--- src/rtl/multibyte_add_sequencer_pkg.sv ---
// rtl/multibyte_add_sequencer_pkg.sv - shared constants, state type and index-width helper
package add_seq_pkg;

  localparam int BYTE_W = 8;

  typedef enum logic [1:0] {
    IDLE  = 2'd0,
    ISSUE = 2'd1,
    DRAIN = 2'd2,
    DONE  = 2'd3
  } state_t;

  // Smallest r with 2**r >= n; used to size the byte index.
  function automatic int clog2(input int n);
    int r;
    r = 0;
    while ((1 << r) < n) begin
      r = r + 1;
    end
    return r;
  endfunction

endpackage

--- src/rtl/multibyte_add_sequencer_if.sv ---
// rtl/multibyte_add_sequencer_if.sv - operand, result and adder-side signals of the sequencer
interface multibyte_add_sequencer_if #(
  parameter int NBYTES = 4
);
  import add_seq_pkg::*;

  // operand request
  logic                       in_valid;
  logic                       in_ready;
  logic [BYTE_W*NBYTES-1:0]   op_a;
  logic [BYTE_W*NBYTES-1:0]   op_b;
  logic                       cin;

  // result
  logic                       out_valid;
  logic                       out_ready;
  logic [BYTE_W*NBYTES-1:0]   sum;
  logic                       cout;

  // registered 8-bit adder stage
  logic [BYTE_W-1:0]          add_a;
  logic [BYTE_W-1:0]          add_b;
  logic                       add_cin;
  logic [BYTE_W-1:0]          add_sout;
  logic                       add_cout;

  // Environment side: supplies operands, consumes results, hosts the adder.
  modport master (
    output in_valid, op_a, op_b, cin, out_ready, add_sout, add_cout,
    input  in_ready, out_valid, sum, cout, add_a, add_b, add_cin
  );

  // Sequencer side.
  modport slave (
    input  in_valid, op_a, op_b, cin, out_ready, add_sout, add_cout,
    output in_ready, out_valid, sum, cout, add_a, add_b, add_cin
  );

endinterface

--- src/rtl/multibyte_add_sequencer.sv ---
// rtl/multibyte_add_sequencer.sv - feeds a registered 8-bit adder LSB-first and assembles the wide sum
module multibyte_add_sequencer
  import add_seq_pkg::*;
#(
  parameter int NBYTES = 4
) (
  input logic                    clk,
  input logic                    reset,
  multibyte_add_sequencer_if.slave bus
);

  localparam int             IW   = clog2(NBYTES);
  localparam logic [IW-1:0]  LAST = IW'(NBYTES - 1);

  state_t            state;
  logic [BYTE_W-1:0] a_lat [NBYTES];
  logic [BYTE_W-1:0] b_lat [NBYTES];
  logic              cin_lat;
  logic [IW-1:0]     idx;
  logic [IW-1:0]     idx_next;

  // v1/c1: a byte sits in the adder input register; v2/c2: its result sits in the adder output register.
  logic              v1;
  logic [IW-1:0]     c1;
  logic              v2;
  logic [IW-1:0]     c2;

  logic [BYTE_W-1:0] sum_q [NBYTES];
  logic              cout_q;
  logic              in_ready_q;
  logic              out_valid_q;
  logic [BYTE_W-1:0] add_a_q;
  logic [BYTE_W-1:0] add_b_q;

  assign idx_next = idx + 1'b1;

  // Control FSM, issue counter, pipeline tracker and result capture.
  always_ff @(posedge clk or negedge reset) begin
    if (!reset) begin
      state       <= IDLE;
      cin_lat     <= 1'b0;
      idx         <= '0;
      v1          <= 1'b0;
      c1          <= '0;
      v2          <= 1'b0;
      c2          <= '0;
      cout_q      <= 1'b0;
      in_ready_q  <= 1'b1;
      out_valid_q <= 1'b0;
      add_a_q     <= '0;
      add_b_q     <= '0;
      for (int k = 0; k < NBYTES; k++) begin
        a_lat[k] <= '0;
        b_lat[k] <= '0;
        sum_q[k] <= '0;
      end
    end else begin
      // The adder output register always holds whatever was in its input register one edge ago.
      v2 <= v1;
      c2 <= c1;
      v1 <= 1'b0;

      if (v2) begin
        sum_q[c2] <= bus.add_sout;
        if (c2 == LAST) begin
          cout_q <= bus.add_cout;
        end
      end

      case (state)
        IDLE: begin
          if (bus.in_valid) begin
            for (int k = 0; k < NBYTES; k++) begin
              a_lat[k] <= bus.op_a[k*BYTE_W +: BYTE_W];
              b_lat[k] <= bus.op_b[k*BYTE_W +: BYTE_W];
            end
            cin_lat    <= bus.cin;
            idx        <= '0;
            add_a_q    <= bus.op_a[BYTE_W-1:0];
            add_b_q    <= bus.op_b[BYTE_W-1:0];
            in_ready_q <= 1'b0;
            state      <= ISSUE;
          end
        end
        ISSUE: begin
          // The byte currently presented is captured by the adder at this edge.
          v1 <= 1'b1;
          c1 <= idx;
          if (idx == LAST) begin
            add_a_q <= '0;
            add_b_q <= '0;
            state   <= DRAIN;
          end else begin
            idx     <= idx_next;
            add_a_q <= a_lat[idx_next];
            add_b_q <= b_lat[idx_next];
          end
        end
        DRAIN: begin
          if (v2 && (c2 == LAST)) begin
            out_valid_q <= 1'b1;
            state       <= DONE;
          end
        end
        DONE: begin
          // New operands are not looked at here; they are taken once back in IDLE.
          if (bus.out_ready) begin
            out_valid_q <= 1'b0;
            in_ready_q  <= 1'b1;
            state       <= IDLE;
          end
        end
        default: state <= IDLE;
      endcase
    end
  end

  // Carry into the adder's ripple chain: operand cin for byte 0, else the previous byte's carry.
  always_comb begin
    bus.add_cin = 1'b0;
    if (v1) begin
      bus.add_cin = (c1 == '0) ? cin_lat : bus.add_cout;
    end
  end

  // Flatten the collected sum bytes onto the result bus.
  always_comb begin
    bus.sum = '0;
    for (int k = 0; k < NBYTES; k++) begin
      bus.sum[k*BYTE_W +: BYTE_W] = sum_q[k];
    end
  end

  assign bus.cout      = cout_q;
  assign bus.in_ready  = in_ready_q;
  assign bus.out_valid = out_valid_q;
  assign bus.add_a     = add_a_q;
  assign bus.add_b     = add_b_q;

endmodule

--- src/flat_wrapper.sv ---
// flat-port wrapper written by rule: the top's interface ports become plain ports
module multibyte_add_sequencer_flat import add_seq_pkg::*;
#(
  parameter int NBYTES = 4
)
  (clk, reset, bus_in_valid, bus_op_a, bus_op_b, bus_cin, bus_out_ready, bus_add_sout, bus_add_cout, bus_in_ready, bus_out_valid, bus_sum, bus_cout, bus_add_a, bus_add_b, bus_add_cin);
  multibyte_add_sequencer_if #(.NBYTES(NBYTES)) bus_i ();
  input logic clk;
  input logic reset;
  input wire logic [$bits(bus_i.in_valid)-1:0] bus_in_valid;
  input wire logic [$bits(bus_i.op_a)-1:0] bus_op_a;
  input wire logic [$bits(bus_i.op_b)-1:0] bus_op_b;
  input wire logic [$bits(bus_i.cin)-1:0] bus_cin;
  input wire logic [$bits(bus_i.out_ready)-1:0] bus_out_ready;
  input wire logic [$bits(bus_i.add_sout)-1:0] bus_add_sout;
  input wire logic [$bits(bus_i.add_cout)-1:0] bus_add_cout;
  output wire logic [$bits(bus_i.in_ready)-1:0] bus_in_ready;
  output wire logic [$bits(bus_i.out_valid)-1:0] bus_out_valid;
  output wire logic [$bits(bus_i.sum)-1:0] bus_sum;
  output wire logic [$bits(bus_i.cout)-1:0] bus_cout;
  output wire logic [$bits(bus_i.add_a)-1:0] bus_add_a;
  output wire logic [$bits(bus_i.add_b)-1:0] bus_add_b;
  output wire logic [$bits(bus_i.add_cin)-1:0] bus_add_cin;
  assign bus_i.in_valid = bus_in_valid;
  assign bus_i.op_a = bus_op_a;
  assign bus_i.op_b = bus_op_b;
  assign bus_i.cin = bus_cin;
  assign bus_i.out_ready = bus_out_ready;
  assign bus_i.add_sout = bus_add_sout;
  assign bus_i.add_cout = bus_add_cout;
  assign bus_in_ready = bus_i.in_ready;
  assign bus_out_valid = bus_i.out_valid;
  assign bus_sum = bus_i.sum;
  assign bus_cout = bus_i.cout;
  assign bus_add_a = bus_i.add_a;
  assign bus_add_b = bus_i.add_b;
  assign bus_add_cin = bus_i.add_cin;
  multibyte_add_sequencer #(.NBYTES(NBYTES)) u_core (.clk(clk), .reset(reset), .bus(bus_i));
endmodule
--- config.mk ---
export PLATFORM = sky130hd
export DESIGN_NAME = multibyte_add_sequencer_flat
export DESIGN_NICKNAME = d
export VERILOG_FILES = /design/src/rtl/multibyte_add_sequencer_pkg.sv /design/src/rtl/multibyte_add_sequencer_if.sv /design/src/rtl/multibyte_add_sequencer.sv /design/src/flat_wrapper.sv
export SDC_FILE = /design/constraint.sdc
export NUM_CORES = 1
export LEC_CHECK = 0
export ABC_AREA = 1
export BUFFER_PORTS_ARGS = -buffer_cell sky130_fd_sc_hd__buf_4
export CORE_MARGIN = 8
export CORE_UTILIZATION = 54
export DETAILED_ROUTE_END_ITERATION = 8
export GPL_ROUTABILITY_DRIVEN = 0
export GPL_TIMING_DRIVEN = 0
export PLACE_DENSITY_LB_ADDON = 0.25
export SLEW_MARGIN = 25
export SYNTH_ARGS = -nofsm -noshare
export SYNTH_HDL_FRONTEND = slang
export SYNTH_SLANG_ARGS = --single-unit
--- constraint.sdc ---
create_clock -name clk -period 1.8 [get_ports clk]
set_clock_uncertainty 0.1 [all_clocks]
set_input_delay 0.18 -clock clk [delete_from_list [all_inputs] [get_ports clk]]
set_output_delay 0.18 -clock clk [all_outputs]
set_load 0.01 [all_outputs]
After elaboration in Yosys (flattened, before gate mapping)
Index checks and enable logic that the tools add are counted.

word-level totals
  bits in registers = 126
  input bits = 78
  output and inout port bits = 52
  logic and storage cells = 86

operators by class
  add/subtract/negate cells = 1
  order comparisons = 3
  equality and inequality tests = 10
  multiplexer cells = 32
  bitwise logic cells = 2
  reduce and logical (&&, ||, !) cells = 14

operator list
  operator             count
  $mux 8               9
  $bmux 8 s2           2
  $bwmux 32            1
  $pmux 8 s2           2
  $demux 8 s2          1
  $mux 2               6
  $reduce_and 3->1     3
  $eq 2x2->1 const B   4
  $pmux 2 s4           1
  $mux 1               7
  $ge 3x3->1 const B   2
  $ne 2x2->1 const B   3
  $not 2->3            2
  $reduce_and 2->1     3
  $reduce_bool 2->1    3
  $logic_not 2->1      2
  $ne 2x1->1 const B   2
  $pmux 1 s2           2
  $pmux 2 s2           1
  $reduce_and 4->1     1
  $lt 3x1->1 const B   1
  $add 2x1->2 const B  1
  $eq 2x1->1 const B   1
  $logic_and 1x1->1    2

Logic depth before layout (Yosys ltp)
  depth after elaboration = 7
  mapped depth = 9
  mapped depth without buffers = 8

Worst setup path before layout
No wires, ideal clock.

  kind = flip-flop to flip-flop
  start = register u_core.idx[1]
  end = register u_core.add_a_q[5], in the netlist u_core.bus.add_a[5]
  library setup time = 0.073 ns
  arrival time = 1.373 ns
  required time = 1.627 ns
  setup slack = 0.254 ns
  cell stages (with the launch flop) = 8
  path buffers = 2
  period minus slack after synthesis = 1.546 ns
  cells stage by stage = dfrtp_1 ha_1 buf_2 clkbuf_1 nand3_1 nand2_1 nand2_1 a21oi_2

between the ends
  word-level cells in the longest chain between the ends = 7
  elaborated cells on any way between the ends = 8
  classes of those cells = add/sub: 1; eq/ne: 1; mux: 5; bitwise: 1

ends and longest elaborated chain
  what                                        line                           source
  from (decl)                                 multibyte_add_sequencer.sv:19  logic [IW-1:0] idx;
  from (signal assigned)                      multibyte_add_sequencer.sv:94  idx <= idx_next;
  $add 2x1->2                                 multibyte_add_sequencer.sv:35  assign idx_next = idx + 1'b1;
  $not 2->3 (implied by the code)             multibyte_add_sequencer.sv:95  add_a_q <= a_lat[idx_next];
  $bmux 8 s2                                  multibyte_add_sequencer.sv:95
  $mux 8 (implied by the code) (2 in series)  multibyte_add_sequencer.sv:95
  $mux 8 *                                    multibyte_add_sequencer.sv:89  if (idx == LAST) begin
  $pmux 8 s2 *                                multibyte_add_sequencer.sv:70  case (state)
  to (signal assigned)                        multibyte_add_sequencer.sv:79  add_a_q <= bus.op_a[BYTE_W-1:0];
  to (signal assigned)                        multibyte_add_sequencer.sv:95
  to (decl)                                   multibyte_add_sequencer.sv:32  logic [BYTE_W-1:0] add_a_q;

Mark *: on every way between the ends. The rest lies on a longest branch, timed or not. The select of a mux whose other input is x is not followed.
A chain may end at the register's enable or synchronous reset.

Final worst setup path
  start = register u_core.c1[1]
  end = output port bus_add_cin

between the ends
  word-level cells in the longest chain between the ends = 3

ends and longest elaborated chain
  what                    line                            source
  from (decl)             multibyte_add_sequencer.sv:24   logic [IW-1:0] c1;
  from (signal assigned)  multibyte_add_sequencer.sv:88   c1 <= idx;
  $logic_not 2->1         multibyte_add_sequencer.sv:122  bus.add_cin = (c1 == '0) ? cin_lat : bus.add_cout;
  $mux 1                  multibyte_add_sequencer.sv:122
  $mux 1                  multibyte_add_sequencer.sv:121  if (v1) begin
  to (decl)               flat_wrapper.sv:23              output wire logic [$bits(bus_i.add_cin)-1:0] bus_add_cin;

No other way between the ends.

==> flow_summary.toml <==
[global_route]
antenna_found_initial = 2
first_global_vias = 5710
grt_max_degree = 80
grt_pass1_wl_um = 28200
grt.total_usage = 0.253
grt-ovfl-total = 0

[sta]
finalCritPeriodShare = 0.970
worstMarginPinSlew_ns = 0.596
holdWs_ns = 0.0481
fmax_mhz = 573
tns_ns = 0
timing.final.ws_setup_ns = 0.0537
maxSlewViolCount = 0
fin_crit_ns = 1.75
setup_viol = 0
max-slew-margin-rel = 0.603
hold_viol = 0

[clocking]
clock_sinks = 126
clkSlewWorstSetupHoldPaths_ns = 0.05
clk_latency_ns = 0.53
cts_root_buf = "clkbuf_8"
htreeDepth = 4
post-cts-setup-buffers = 0
numCtsBuffers = 17
cts_tree = "yes"
max-clock-path-buffers = 2

[critical_path]
cp.arrival_ns = 1.47
cp-end-kind = "output port"
critPathRequiredTime_ns = 1.52
critPathLaunchType = "register"
worstSetupPathType = "reg -> out"
critical_path.top_delay_family = "flip-flops"
crit_buf_inv = 1
r2r_setup_slack_ns = 0.07
path_cells = "o31ai_2 > nor2_1 > buf_4"
slowest_delay_ns = 0.40
cpMaxStageDelayCell = "dfrtp_1"
worstPathMaxFanout = 3

[layout]
n_fill_cell = 634
finalNetCount = 970
multi_input_area_um2 = 1960
regArea_um2 = 3160
area_growth_pct = 46.7
drive_gt1_frac = 0.234
post-route-cell-area_um2 = 8160

[power_and_ir_drop]
vdd_drop_max_mv = 0.972
power_density_nw_per_um2 = 1830
p_leak_nw = 4.11

[logic_synthesis]
yosysUniqueCellTypes = 21
synthCells = 661
syn_area_um2 = 5570
synth_top_area_frac = 0.562
syn-num-nets = 744
ys_seq_area_frac = 0.567
yosys_warnings = 0
syn_area_per_cell_um2 = 8.42
synth_top_cell_by_area = "dfrtp_1"
synth_area_leaders = "dfrtp_1 (56%), nand2_1 (14%), o21ai_0 (8.4%)"
ys_seq_elements = 126

[drt]
drc = 0
drt_iter0_drc = 598
wire_per_inst_um = 16.7
vias = 5495
postRouteAntennaNets = 0
dr.pass1.iters = 6
wirelength_um = 17300
viasPerCell = 5.30

[floorplan]
pin_count = 130
die_h_um = 118
die_w_um = 118
num_rows = 37
die_area_um2 = 13800
core_um2 = 10200
initial_utilization = 0.546

[placed_design]
place_area_um2 = 6740
place_ws_ns = -0.116
hpwl_um = 10700
port_buffers = 129

[run]
cap_violations = 0

[run_status]
status = "complete, no violations"

[min_path]
hold_path.class = "in -> async"
-- cell families after synthesis --
group | synth area share
simple gates | 0.196
compound gates | 0.135
flops | 0.567
buf+inv | 0.0897
fa+ha+maj | 0.0112
mux | 0.00202
-- synthesized netlist by cell type, drive strengths merged --
cell / number
o21ai: 105
ha: 5
dfstp: 1
nand3: 37
nor2: 25
mux2: 1
o31ai: 1
clkbuf: 9
dfrtp: 125
inv: 83
buf: 24
nand2: 210
a21oi: 35
-- placed cells by master (no fill, tap or decap), types with 7 or more instances in the layout --
master,count
clkbuf_16,16
o21ai_1,10
o21ai_0,93
buf_2,7
nor2_1,24
nand3_1,36
nand2_1,209
dfrtp_1,124
inv_1,78
a21oi_2,9
clkbuf_1,9
dlygate4sd3_1,77
buf_4,137
a21oi_1,26
-- routing by layer --
| metal | track usage | vias to the layer above | part of all wire |
|---|---|---|---|
| li1 | - | 2529 | - |
| met1 | 0.286 | 2609 | 0.39 |
| met2 | 0.420 | 297 | 0.50 |
| met3 | 0.0796 | 60 | 0.082 |
| met4 | 0.138 | 0 | 0.033 |
| met5 | 0 | - | 0 |
-- timing repair --
item                                   CTS  global route
gates cloned                             0             0
hold buffers                            77             0
endpoints found under the hold margin  242             0
setup endpoints to repair               76            77
resized for setup                       10            20
-- layout make-up --
class,instances,area share
tap,136,0.0208
inverter,83,0.0385
timing repair buffer,207,0.217
buffer,33,0.0267
antenna,2,0.000613
clock inverter,7,0.0104
multi-input combinational,419,0.240
clock buffer,24,0.0589
sequential,126,0.387
-- where the power goes --
part           switching [W]  internal [W]
clock network        0.00117       0.00210
registers           0.000668       0.00426
logic                0.00406       0.00270
-- path summary, 6_finish.rpt --
path	startpoint	end	cells after the start
setup / recovery	u_core.c1[1]$_DFFE_PN0P_	bus_add_cin	3
hold / removal	reset	u_core.bus.sum[6]$_DFFE_PN0P_	2
setup reg to reg	u_core.state[0]$_DFFE_PN0P_	u_core.a_lat[8]$_DFFE_PN0P_	8
hold reg to reg	u_core.v1$_DFF_PN0_	u_core.v2$_DFF_PN0_	0
max in group asynchronous	reset	u_core.a_lat[27]$_DFFE_PN0P_	3
min in group clk	u_core.v1$_DFF_PN0_	u_core.v2$_DFF_PN0_	0
-- sequential cells by signal, summed over array words and instances, names as in the netlist --
register / flops
u_core.a_lat: 32
u_core.b_lat: 32
u_core.bus.sum: 32
u_core.bus.add_a: 8
u_core.bus.add_b: 8
u_core.c1: 2
u_core.c2: 2
u_core.idx: 2
u_core.state: 2
u_core.bus.cout: 1
u_core.bus.in_ready: 1
u_core.bus.out_valid: 1
u_core.cin_lat: 1
u_core.v1: 1
u_core.v2: 1
-- through the flow --
stage | total power, W | instances | util
6_report | 0.0150 | 1037 | 0.801
5_1_grt | 0.0160 | 1037 | 0.801
4_1_cts | 0.0147 | 1035 | 0.797
3_5_place_dp | 0.0111 | 927 | 0.662
3_3_place_gp | 0.0109 | 926 | 0.658
2_1_floorplan | 0.00871 | 661 | -
(Power assumes the default switching activity.)
